[src/rtl/pmp_csr_ctrl_pkg.sv]
// Shared PMP types: A-field encoding, cfg byte bit positions and the
// controller state enum, plus the cfg byte legalisation helper.
// Optional feature macro: PMP_NA4_EN (keeps A=NA4; otherwise NA4 is stored as OFF).
package lstypes;

    typedef enum logic [1:0] {
        A_OFF   = 2'b00,
        A_TOR   = 2'b01,
        A_NA4   = 2'b10,
        A_NAPOT = 2'b11
    } pmp_a_e;

    typedef enum logic {
        IDLE   = 1'b0,
        DECODE = 1'b1
    } ctrl_state_e;

    localparam int CFG_R    = 0;
    localparam int CFG_W    = 1;
    localparam int CFG_X    = 2;
    localparam int CFG_A_LO = 3;
    localparam int CFG_A_HI = 4;
    localparam int CFG_L    = 7;

    // Turn a written cfg byte into the value actually stored: reserved bits
    // 6:5 read zero, W-without-R collapses to no access, and NA4 becomes OFF
    // when the granule is 8 bytes.
    function automatic logic [7:0] cfg_legalize(input logic [7:0] d);
        logic [7:0] r;
        r = d & 8'h9F;
        if (r[CFG_W] && !r[CFG_R]) begin
            r[CFG_W] = 1'b0;
        end
`ifndef PMP_NA4_EN
        if (r[CFG_A_HI:CFG_A_LO] == A_NA4) begin
            r[CFG_A_HI:CFG_A_LO] = A_OFF;
        end
`endif
        return r;
    endfunction

endpackage

[src/rtl/pmp_csr_ctrl_if.sv]
// Decoded PMP region bundle: one valid/locked/prot/start/aend set per entry.
// start/aend are address bits [NPHYS-1:2] (word granules).
interface pmp_csr_ctrl_if #(
    parameter int NPHYS   = 56,
    parameter int NUM_PMP = 5
);
    logic [NUM_PMP-1:0]                  valid;
    logic [NUM_PMP-1:0]                  locked;
    logic [NUM_PMP-1:0][2:0]             prot;
    logic [NUM_PMP-1:0][NPHYS-1:2]       start;
    logic [NUM_PMP-1:0][NPHYS-1:2]       aend;

    modport master (output valid, locked, prot, start, aend);
    modport slave  (input  valid, locked, prot, start, aend);
endinterface

[src/rtl/pmp_csr_ctrl_decode.sv]
// Combinational range decode of a single PMP entry; the controller
// time-shares one instance across all entries.
// Optional feature macro: PMP_NA4_EN (adds the NA4 decode arm).
module pmp_decode
    import lstypes::*;
#(
    parameter int NPHYS = 56
) (
    input  logic [7:0]       i_cfg,
    input  logic [NPHYS-3:0] i_addr,
    input  logic [NPHYS-3:0] i_prev_addr,
    input  logic             i_first,
    output logic             o_valid,
    output logic             o_locked,
    output logic [2:0]       o_prot,
    output logic [NPHYS-3:0] o_start,
    output logic [NPHYS-3:0] o_aend
);
    localparam logic [NPHYS-3:0] LP_ONE = {{(NPHYS-3){1'b0}}, 1'b1};

    logic [NPHYS-3:0] w_tor_base;
    logic [NPHYS-3:0] w_napot_mask;

    // Entry 0 in TOR mode starts at address zero.
    assign w_tor_base   = i_first ? '0 : i_prev_addr;
    // Ones in bit positions 0..k where k is the trailing-ones count; all-ones
    // input gives an all-ones mask, i.e. the full address range.
    assign w_napot_mask = i_addr ^ (i_addr + LP_ONE);

    // Map the A field to a [start, aend] range.
    always_comb begin
        o_valid  = 1'b0;
        o_start  = '0;
        o_aend   = '0;
        o_locked = i_cfg[CFG_L];
        o_prot   = i_cfg[CFG_X:CFG_R];
        case (pmp_a_e'(i_cfg[CFG_A_HI:CFG_A_LO]))
            A_TOR: begin
                o_start = w_tor_base;
                o_aend  = i_addr - LP_ONE;
                o_valid = (i_addr > w_tor_base);
            end
`ifdef PMP_NA4_EN
            A_NA4: begin
                o_start = i_addr;
                o_aend  = i_addr;
                o_valid = 1'b1;
            end
`endif
            A_NAPOT: begin
                o_start = i_addr & ~w_napot_mask;
                o_aend  = i_addr | w_napot_mask;
                o_valid = 1'b1;
            end
            default: begin
                o_valid = 1'b0;
            end
        endcase
    end
endmodule

[src/rtl/pmp_csr_ctrl.sv]
// PMP CSR controller: holds pmpcfg0/pmpaddr registers, applies lock and
// legalisation rules, and rebuilds the decoded ranges one entry per cycle.
// Optional feature macro: PMP_NA4_EN (see lstypes::cfg_legalize / pmp_decode).
//
// Write handshake: a write transfers on a rising edge where csr_wr_valid and
// csr_wr_ready are both high. ready is high only in IDLE and never depends
// on valid; a requester holds valid and its payload steady until it sees
// the transfer edge.
module pmp_csr_ctrl
    import lstypes::*;
#(
    parameter int NPHYS   = 56,
    parameter int NUM_PMP = 5
) (
    input  logic                  clk,
    input  logic                  reset_n,
    input  logic                  csr_wr_valid,
    output logic                  csr_wr_ready,
    input  logic                  csr_wr_sel,
    input  logic [2:0]            csr_wr_index,
    input  logic [63:0]           csr_wr_data,
    input  logic                  csr_rd_sel,
    input  logic [2:0]            csr_rd_index,
    output logic [63:0]           csr_rd_data,
    output logic                  busy,
    output ctrl_state_e           o_dbg_state,
    pmp_csr_ctrl_if.master        pmp
);
    logic [NUM_PMP-1:0][7:0]       r_cfg;
    logic [NUM_PMP-1:0][NPHYS-3:0] r_addr;
    ctrl_state_e                   r_state;
    ctrl_state_e                   w_next_state;
    logic [2:0]                    r_idx;
    logic [2:0]                    r_last;

    logic [NUM_PMP-1:0]            r_valid;
    logic [NUM_PMP-1:0]            r_locked;
    logic [NUM_PMP-1:0][2:0]       r_prot;
    logic [NUM_PMP-1:0][NPHYS-3:0] r_start;
    logic [NUM_PMP-1:0][NPHYS-3:0] r_aend;

    logic                          w_accept;
    logic                          w_start;
    logic                          w_idx_ok;
    logic                          w_nxt_ok;
    logic [2:0]                    w_nxt_idx;
    logic                          w_addr_lock;
    logic                          w_dec_valid;
    logic                          w_dec_locked;
    logic [2:0]                    w_dec_prot;
    logic [NPHYS-3:0]              w_dec_start;
    logic [NPHYS-3:0]              w_dec_aend;

    assign w_accept  = csr_wr_valid && (r_state == IDLE);
    assign w_idx_ok  = 32'(csr_wr_index) < 32'(NUM_PMP);
    assign w_nxt_idx = csr_wr_index + 3'd1;
    assign w_nxt_ok  = (32'(csr_wr_index) + 32'd1) < 32'(NUM_PMP);
    // An address is frozen by its own lock, or by a locked TOR entry above it
    // that uses this address as its base.
    assign w_addr_lock = r_cfg[csr_wr_index][CFG_L] ||
                         (w_nxt_ok && r_cfg[w_nxt_idx][CFG_L] &&
                          (r_cfg[w_nxt_idx][CFG_A_HI:CFG_A_LO] == A_TOR));
    // Out-of-range pmpaddr writes are accepted but change nothing.
    assign w_start   = w_accept && (!csr_wr_sel || w_idx_ok);

    // Raw CSR storage, updated on the accepting edge.
    always_ff @(posedge clk or negedge reset_n) begin
        if (!reset_n) begin
            r_cfg  <= '0;
            r_addr <= '0;
        end else if (w_accept) begin
            if (!csr_wr_sel) begin
                for (int b = 0; b < NUM_PMP; b++) begin
                    if (!r_cfg[b][CFG_L]) begin
                        r_cfg[b] <= cfg_legalize(csr_wr_data[8*b +: 8]);
                    end
                end
            end else if (w_idx_ok && !w_addr_lock) begin
                r_addr[csr_wr_index] <= csr_wr_data[NPHYS-3:0];
            end
        end
    end

    // Controller state register.
    always_ff @(posedge clk or negedge reset_n) begin
        if (!reset_n) begin
            r_state <= IDLE;
        end else begin
            r_state <= w_next_state;
        end
    end

    // Next state, ready and busy.
    always_comb begin
        w_next_state = r_state;
        csr_wr_ready = 1'b0;
        busy         = 1'b0;
        case (r_state)
            IDLE: begin
                csr_wr_ready = 1'b1;
                if (w_start) begin
                    w_next_state = DECODE;
                end
            end
            DECODE: begin
                busy = 1'b1;
                if (r_idx == r_last) begin
                    w_next_state = IDLE;
                end
            end
            default: w_next_state = IDLE;
        endcase
    end

    assign o_dbg_state = r_state;

    // Decode schedule: first entry and last entry of the rebuild.
    always_ff @(posedge clk or negedge reset_n) begin
        if (!reset_n) begin
            r_idx  <= 3'd0;
            r_last <= 3'd0;
        end else if (r_state == IDLE) begin
            if (w_start) begin
                r_idx  <= csr_wr_sel ? csr_wr_index : 3'd0;
                r_last <= !csr_wr_sel ? 3'(NUM_PMP - 1)
                                      : (w_nxt_ok ? w_nxt_idx : csr_wr_index);
            end
        end else begin
            r_idx <= r_idx + 3'd1;
        end
    end

    pmp_decode #(.NPHYS(NPHYS)) u_decode (
        .i_cfg       (r_cfg[r_idx]),
        .i_addr      (r_addr[r_idx]),
        .i_prev_addr (r_addr[r_idx - 3'd1]),
        .i_first     (r_idx == 3'd0),
        .o_valid     (w_dec_valid),
        .o_locked    (w_dec_locked),
        .o_prot      (w_dec_prot),
        .o_start     (w_dec_start),
        .o_aend      (w_dec_aend)
    );

    // Decoded outputs: each entry changes only in its own decode cycle.
    always_ff @(posedge clk or negedge reset_n) begin
        if (!reset_n) begin
            r_valid  <= '0;
            r_locked <= '0;
            r_prot   <= '0;
            r_start  <= '0;
            r_aend   <= '0;
        end else if (r_state == DECODE) begin
            r_valid[r_idx]  <= w_dec_valid;
            r_locked[r_idx] <= w_dec_locked;
            r_prot[r_idx]   <= w_dec_prot;
            r_start[r_idx]  <= w_dec_start;
            r_aend[r_idx]   <= w_dec_aend;
        end
    end

    assign pmp.valid  = r_valid;
    assign pmp.locked = r_locked;
    assign pmp.prot   = r_prot;
    assign pmp.start  = r_start;
    assign pmp.aend   = r_aend;

    // Combinational readback; unimplemented cfg bytes and addresses read 0.
    always_comb begin
        csr_rd_data = '0;
        if (!csr_rd_sel) begin
            for (int b = 0; b < NUM_PMP; b++) begin
                csr_rd_data[8*b +: 8] = r_cfg[b];
            end
        end else if (32'(csr_rd_index) < 32'(NUM_PMP)) begin
            csr_rd_data[NPHYS-3:0] = r_addr[csr_rd_index];
        end
    end
endmodule

[src/flat_wrapper.sv]
// flat-port wrapper written by rule: the top's interface ports become plain ports
module pmp_csr_ctrl_flat import lstypes::*;
#(
    parameter int NPHYS   = 56,
    parameter int NUM_PMP = 5
)
  (clk, reset_n, csr_wr_valid, csr_wr_ready, csr_wr_sel, csr_wr_index, csr_wr_data, csr_rd_sel, csr_rd_index, csr_rd_data, busy, o_dbg_state, pmp_valid, pmp_locked, pmp_prot, pmp_start, pmp_aend);
  pmp_csr_ctrl_if #(.NPHYS(NPHYS), .NUM_PMP(NUM_PMP)) pmp_i ();
  input  logic clk;
  input  logic reset_n;
  input  logic csr_wr_valid;
  output logic csr_wr_ready;
  input  logic csr_wr_sel;
  input  logic [2:0] csr_wr_index;
  input  logic [63:0] csr_wr_data;
  input  logic csr_rd_sel;
  input  logic [2:0] csr_rd_index;
  output logic [63:0] csr_rd_data;
  output logic busy;
  output ctrl_state_e o_dbg_state;
  output wire logic [$bits(pmp_i.valid)-1:0] pmp_valid;
  output wire logic [$bits(pmp_i.locked)-1:0] pmp_locked;
  output wire logic [$bits(pmp_i.prot)-1:0] pmp_prot;
  output wire logic [$bits(pmp_i.start)-1:0] pmp_start;
  output wire logic [$bits(pmp_i.aend)-1:0] pmp_aend;
  assign pmp_valid = pmp_i.valid;
  assign pmp_locked = pmp_i.locked;
  assign pmp_prot = pmp_i.prot;
  assign pmp_start = pmp_i.start;
  assign pmp_aend = pmp_i.aend;
  pmp_csr_ctrl #(.NPHYS(NPHYS), .NUM_PMP(NUM_PMP)) u_core (.clk(clk), .reset_n(reset_n), .csr_wr_valid(csr_wr_valid), .csr_wr_ready(csr_wr_ready), .csr_wr_sel(csr_wr_sel), .csr_wr_index(csr_wr_index), .csr_wr_data(csr_wr_data), .csr_rd_sel(csr_rd_sel), .csr_rd_index(csr_rd_index), .csr_rd_data(csr_rd_data), .busy(busy), .o_dbg_state(o_dbg_state), .pmp(pmp_i));
endmodule
[config.mk]
export PLATFORM = sky130hd
export DESIGN_NAME = pmp_csr_ctrl_flat
export DESIGN_NICKNAME = d
export VERILOG_FILES = /design/src/rtl/pmp_csr_ctrl_pkg.sv /design/src/rtl/pmp_csr_ctrl_if.sv /design/src/rtl/pmp_csr_ctrl_decode.sv /design/src/rtl/pmp_csr_ctrl.sv /design/src/flat_wrapper.sv
export SDC_FILE = /design/constraint.sdc
export NUM_CORES = 2
export LEC_CHECK = 0
export CORE_UTILIZATION = 40
export CTS_CLUSTER_DIAMETER = 120
export DETAILED_ROUTE_END_ITERATION = 7
export PLACE_DENSITY_LB_ADDON = 0.12
export SLEW_MARGIN = 10
export SYNTH_ARGS = -nofsm -noshare
export SYNTH_HDL_FRONTEND = slang
export SYNTH_SLANG_ARGS = --single-unit
[constraint.sdc]
create_clock -name clk -period 4.94 [get_ports clk]
set_input_delay 0.988 -clock clk [delete_from_list [all_inputs] [get_ports clk]]
set_output_delay 0.988 -clock clk [all_outputs]
set_load 0.02 [all_outputs]
## Word-level counts from Yosys, hierarchy flattened

Cells that the tools add are included.

- Register bits: 872
- Bits of input ports: 75
- Output and inout bits: 632
- Word-level logic and storage cells: 161

- Add/sub/neg operators: 6
- Magnitude comparators: 11
- Equal/unequal tests: 9
- Multiplexer cells: 58
- Bitwise operators: 11
- Reduce and logical (&&, ||, !) cells: 31

Operators with widths:

| operator | count |
|---|---|
| $bwmux W270 | 3 |
| $bmux W54 S3 | 3 |
| $mux W54 | 7 |
| $demux W54 S3 | 2 |
| $pmux W54 S2 | 2 |
| $bmux W8 S3 | 3 |
| $mux W8 | 8 |
| $add A54 B1 Y54 const B | 1 |
| $and A54 B54 Y54 | 1 |
| $gt A54 B54 Y1 | 1 |
| $not A54 Y54 | 1 |
| $or A54 B54 Y54 | 1 |
| $sub A54 B1 Y54 const B | 1 |
| $xor A54 B54 Y54 | 1 |
| $mux W40 | 1 |
| $lt A32 B3 Y1 const B | 1 |
| $lt A3 B4 Y1 const B | 5 |
| $mux W3 | 6 |
| $reduce_and A3 Y1 | 6 |
| $bwmux W15 | 1 |
| $mux W14 | 1 |
| $eq A2 B2 Y1 const B | 6 |
| $logic_and A1 B1 Y1 | 12 |
| $bwmux W5 | 2 |
| 18 further kinds | 50 |

## Longest topological paths before layout

- Word-level depth: 9
- Gate-level depth with buffers: 22
- Depth with buffers taken out: 16

## Modules after synthesis

From an unflattened synthesis, not the netlist that was laid out.

- Cells, all modules: 3660
- Area, all modules: 44691.6 µm²

By module, submodules not included:

| module | times used | cells each | area an instance (µm²) | seq. area each (µm²) |
|---|---|---|---|---|
| pmp_csr_ctrl | 1 | 2858 | 39719.3 | 21820.9 |
| pmp_decode | 1 | 802 | 4972.3 | 0.0 |

## Least setup slack after synthesis

Ideal clock, no wire load.

- Path kind: register to register
- From: register u_core.r_idx[0]
- To: register u_core.r_valid[0], in the netlist u_core.pmp.valid[0]
- Library setup time: 0.083 ns
- Arrival time: 4.460 ns
- Required time: 4.857 ns
- Slack: 0.397 ns
- Cell stages (with the launch flop): 21
- Path buffers: 5
- Clock period less this slack: 4.543 ns
- Cell sequence: dfrtp_1 > buf_6 > buf_6 > inv_2 > buf_2 > buf_1 > ha_1 > xnor2_1 > nor2_1 > clkbuf_1 > a22o_1 > nand2_1 > ha_1 > nand3_1 > nor4_1 > nand3_1 > or3_1 > nor3_1 > a221oi_1 > o31a_1 > o21ai_0

- Longest elaborated chain between the ends: 7
- Elaborated cells between the ends (all ways): 19
- Those cells by class: add/sub (1); order compare (3); eq/ne (2); mux (11); reduce/logical (2)

Ends and longest elaborated chain:

| what | line | text |
|---|---|---|
| from (decl) | pmp_csr_ctrl.sv:33 | `logic [2:0] r_idx;` |
| from (signal assigned) | pmp_csr_ctrl.sv:124 | `r_idx <= csr_wr_sel ? csr_wr_index : 3'd0;` |
| from (signal assigned) | pmp_csr_ctrl.sv:129 | `r_idx <= r_idx + 3'd1;` |
| $sub A3 B1 Y3 | pmp_csr_ctrl.sv:136 | `.i_prev_addr (r_addr[r_idx - 3'd1]),` |
| $bmux W54 S3 | pmp_csr_ctrl.sv:136 |  |
| $mux W54 (implied by the code) | pmp_csr_ctrl.sv:136 |  |
| $mux W54 | pmp_csr_ctrl_decode.sv:25 | `assign w_tor_base = i_first ? '0 : i_prev_addr;` |
| $gt A54 B54 Y1 | pmp_csr_ctrl_decode.sv:41 | `o_valid = (i_addr > w_tor_base);` |
| $pmux W1 S2 | pmp_csr_ctrl_decode.sv:37 | `case (pmp_a_e'(i_cfg[CFG_A_HI:CFG_A_LO]))` |
| $bwmux W5 * | pmp_csr_ctrl.sv:154 | `r_valid[r_idx] <= w_dec_valid;` |
| to (signal, indexed assignment) | pmp_csr_ctrl.sv:154 |  |
| to (decl) | pmp_csr_ctrl.sv:36 | `logic [NUM_PMP-1:0] r_valid;` |

Mark *: on every way between the ends. The rest lies on a longest branch, timed or not. The select of a mux whose other input is x is not followed.
A chain may end at the register's enable or synchronous reset.

## Final worst setup path

- From: register u_core.r_idx[2]
- To: register u_core.r_aend (netlist bit u_core.pmp.aend[100])

- Longest elaborated chain between the ends: 7
- Elaborated cells between the ends (all ways): 17
- Those cells by class: add/sub (2); order compare (2); eq/ne (2); mux (8); bitwise (2); reduce/logical (1)

Ends and longest elaborated chain:

| what | line | text |
|---|---|---|
| $bmux W54 S3 | pmp_csr_ctrl.sv:135 | `.i_addr (r_addr[r_idx]),` |
| $mux W54 (implied by the code) | pmp_csr_ctrl.sv:135 |  |
| $add A54 B1 Y54 | pmp_csr_ctrl_decode.sv:28 | `assign w_napot_mask = i_addr ^ (i_addr + LP_ONE);` |
| $xor A54 B54 Y54 | pmp_csr_ctrl_decode.sv:28 |  |
| $or A54 B54 Y54 | pmp_csr_ctrl_decode.sv:52 | `o_aend = i_addr \| w_napot_mask;` |
| $pmux W54 S2 | pmp_csr_ctrl_decode.sv:37 |  |
| $bwmux W270 * | pmp_csr_ctrl.sv:158 | `r_aend[r_idx] <= w_dec_aend;` |
| to (signal, indexed assignment) | pmp_csr_ctrl.sv:158 |  |
| to (decl) | pmp_csr_ctrl.sv:40 | `logic [NUM_PMP-1:0][NPHYS-3:0] r_aend;` |

Marks and branches as above.

==> metrics.txt <==
LEAKAGE=24.4 nW; Power per Cell Area=roughly 630 mW/mm^2; Post-synth EDFFs=0; initial core utilization=40.5%; deepest level of the CTS H-tree=3; Slew Viols, Final=0; final setup fails=0; first-pass GRT wire length=approximately 250,000 um; largest net degree at the start of global routing=between 150 and 200; outcome=finished, final reports clean; register area share after synthesis=50.2%; prevailing post-synth register cell=dfrtp_1; post-DP HPWL=approximately 130,000 um; CP Class=flip-flop to flip-flop; filler cell count=about 9,900; post-synth cell types=103; pre-CTS setup slack=roughly 0.32 ns; Critical Path RT=5.47 ns; Layout Nets=4,936; fmax=218 MHz; Async SR Flop Fraction=between 90% and 100%; final cell count without fillers=6,280; register bit count reported by yosys=872; layout cells sized above 1=19.7%; Mapped Cells=between 4,000 and 5,000; Max Root-Sink Buffers=3; CTS tree=yes; Worst Tran Pin Value=1.28 ns; # Post-CTS Setup Buffers=0; min Tclk post-route=about 4.6 ns; worst clock skew=approximately 0.028 ns; clk_lat worst skew=0.70 ns; setup TNS=0 ns; CP Data Arrival Time=5.12 ns; final worst-path cycle share=between 90 and 100%; Worst Hold Class=primary input to asynchronous set/reset pin; final worst setup slack=about 0.35 ns; Via Count=36,517; Area Growth Syn to Fin=29.5%; Fin. Hold Viols=0; GR Overflow Total=0; drt wl/cell=27.4 um; Clock Tree Root=clkbuf_16; Max-Cap Viols=0; maximum vdd ir drop=~0.00055 V; DRC viols=0; Initial DRC Count=3,097; clk sink count=between 800 and 900; YS warnings=0; total placed cells including tap cells=6,105; CP Launch Type=flip-flop; Final Power=35.4 mW; Final GP Congestion=0.937; drt pass-1 iters=5; die area=0.110 sq mm; io pins=707; Avg Synthesized Cell Area=around 11 sq um; core outline area=0.107 sq mm; Hold-fix buffers, CTS=0; max_slew headroom=14.6%; CP Capture Type=flip-flop; Die Y=between 300 and 400 um; global-route usage over all layers=30.9%; Core Util, Final=52.4%; Placement Cell Area=between 0.05 and 0.06 sq mm; port buffer count=686; hold_ws=0.371 ns; Die X=332 um; Inserted Clock Buffers=96; post_cts resized=0; number of antenna violations at the first check in global routing=4; Crit Reg-Reg Startpoint=u_core.r_idx[2]; Critical Path Start=u_core.r_idx[2]; Via density=a little under 6; CP max FO=32; post-route cell area=0.0563 sq mm; Reg clk slew, reported paths=~0.060 ns; RSZ-0062 raised after global routing=no; final WL=172,000 um; Detail Route Antenna Nets=0; Post-Syn Area=0.0435 sq mm; vias in the first global route=~35,000; Site Rows=120
==> where the power goes <==
part           internal [mW]  total [mW]  leakage [nW]  switching, mW
registers               8.96        10.3          11.9           1.35
clock network           4.38        7.39          1.59           3.01
logic                   6.59        17.7          10.9           11.1
==> final cells by class <==
class	count	area [sq um]	area share [%]
well taps	1403	1760	3.12
clock buffers	147	2850	5.06
diodes	1	2.50	0.00445
inverters	60	225	0.400
clock inverters	27	400	0.712
repair buffers	922	8960	15.9
flip-flops and latches	872	21800	38.8
multi-input cells	2848	20200	36.0
==> metal layers <==
layer / share of wire (%) / GRT usage, % / up-vias / wire [um]
met2: 47 / 49.5 / 1442 / 81000
met4: 2.9 / 9.18 / 2 / 5060
met5: 0.0076 / 0 / - / 13
li1: - / - / 16288 / -
met1: 44 / 43.3 / 18593 / 75000
met3: 6.3 / 4.61 / 192 / 10900
==> critical path: stages (launching register included) <==
cell and delay (ns):
dfrtp_4 0.72, buf_12 0.31, mux2_2 0.36, a221o_1 0.34, nand2_1 0.33, buf_4 0.21
ha_1 0.21, nand2_1 0.21, nor4_4 0.18, buf_4 0.23, nand4_2 0.32, o31a_1 0.34
o21ai_0 0.49, a31oi_1 0.15
==> synthesized netlist by cell type, drive strengths merged, types with 16 or more instances <==
cell type	instances	area, sq um
inv	58	218
and2	21	133
nor3	47	240
a32o	31	310
nand4	41	282
or3	16	110
clkbuf	212	796
a31oi	34	213
o22ai	21	144
mux2	331	3750
nor4	27	279
ha	61	763
a211oi	16	125
nand2	667	2510
nor2	227	867
a221oi	41	465
nand3	74	370
a21oi	78	402
o21ai	558	2800
buf	92	573
dfrtp	872	21800
mux4	109	2450
a21o	26	195
a22oi	39	308
a22o	84	736
o211ai	31	248
mux2i	78	781
==> layout by cell type, fill, tap and decap left out, types with 36 or more instances in the layout <==
cell type,Yosys,final
clkdlybuf4s50_1,0,654
nand2_1,666,664
mux2i_1,78,78
ha_1,61,60
a21oi_1,75,75
nand4_1,37,37
a22oi_1,36,36
nand3_1,74,70
nor3_1,46,39
o21ai_1,45,46
mux2_2,315,315
inv_1,39,39
a22o_1,84,84
o21ai_0,511,510
nor2_1,221,220
mux4_2,109,109
clkbuf_16,0,97
buf_4,16,235
dfrtp_1,872,869
==> sequential cells by signal, summed over array words and instances (netlist names) <==
signal / flops
u_core.pmp.valid: 5
u_core.r_cfg: 30
u_core.pmp.prot: 15
u_core.pmp.locked: 5
u_core.r_addr: 270
u_core.r_last: 3
u_core.r_idx: 3
u_core.pmp.aend: 270
u_core.pmp.start: 270
u_core.o_dbg_state: 1
==> cells by family after synthesis <==
| family | Yosys count | share of synthesized area [%] |
|---|---|---|
| xor gates and xnor gates | 11 | 0.222 |
| and+or+nand+nor | 1203 | 12.6 |
| buffers and inverters | 364 | 3.67 |
| DFF | 872 | 50.2 |
| adders and majority gates | 61 | 1.76 |
| other | 1 | 0.00863 |
| muxes | 518 | 16.1 |
| AOI/OAI and AO/OA | 1045 | 15.5 |
==> final timing paths <==
| path | endpoint | slack (ns) | cells after the start |
|---|---|---|---|
| worst max register to register | u_core.pmp.aend[100] | 0.35 | 13 |
| worst min-delay path | u_core.r_addr[223] | 0.37 | 1 |
| worst min register to register | u_core.pmp.aend[217] | 0.47 | 2 |
| min in group clk | u_core.pmp.aend[217] | 0.47 | 2 |
| worst max-delay path | u_core.pmp.aend[100] | 0.35 | 13 |
| max in group asynchronous | u_core.pmp.aend[20] | 3.31 | 3 |
(Power assumes the default switching activity.)
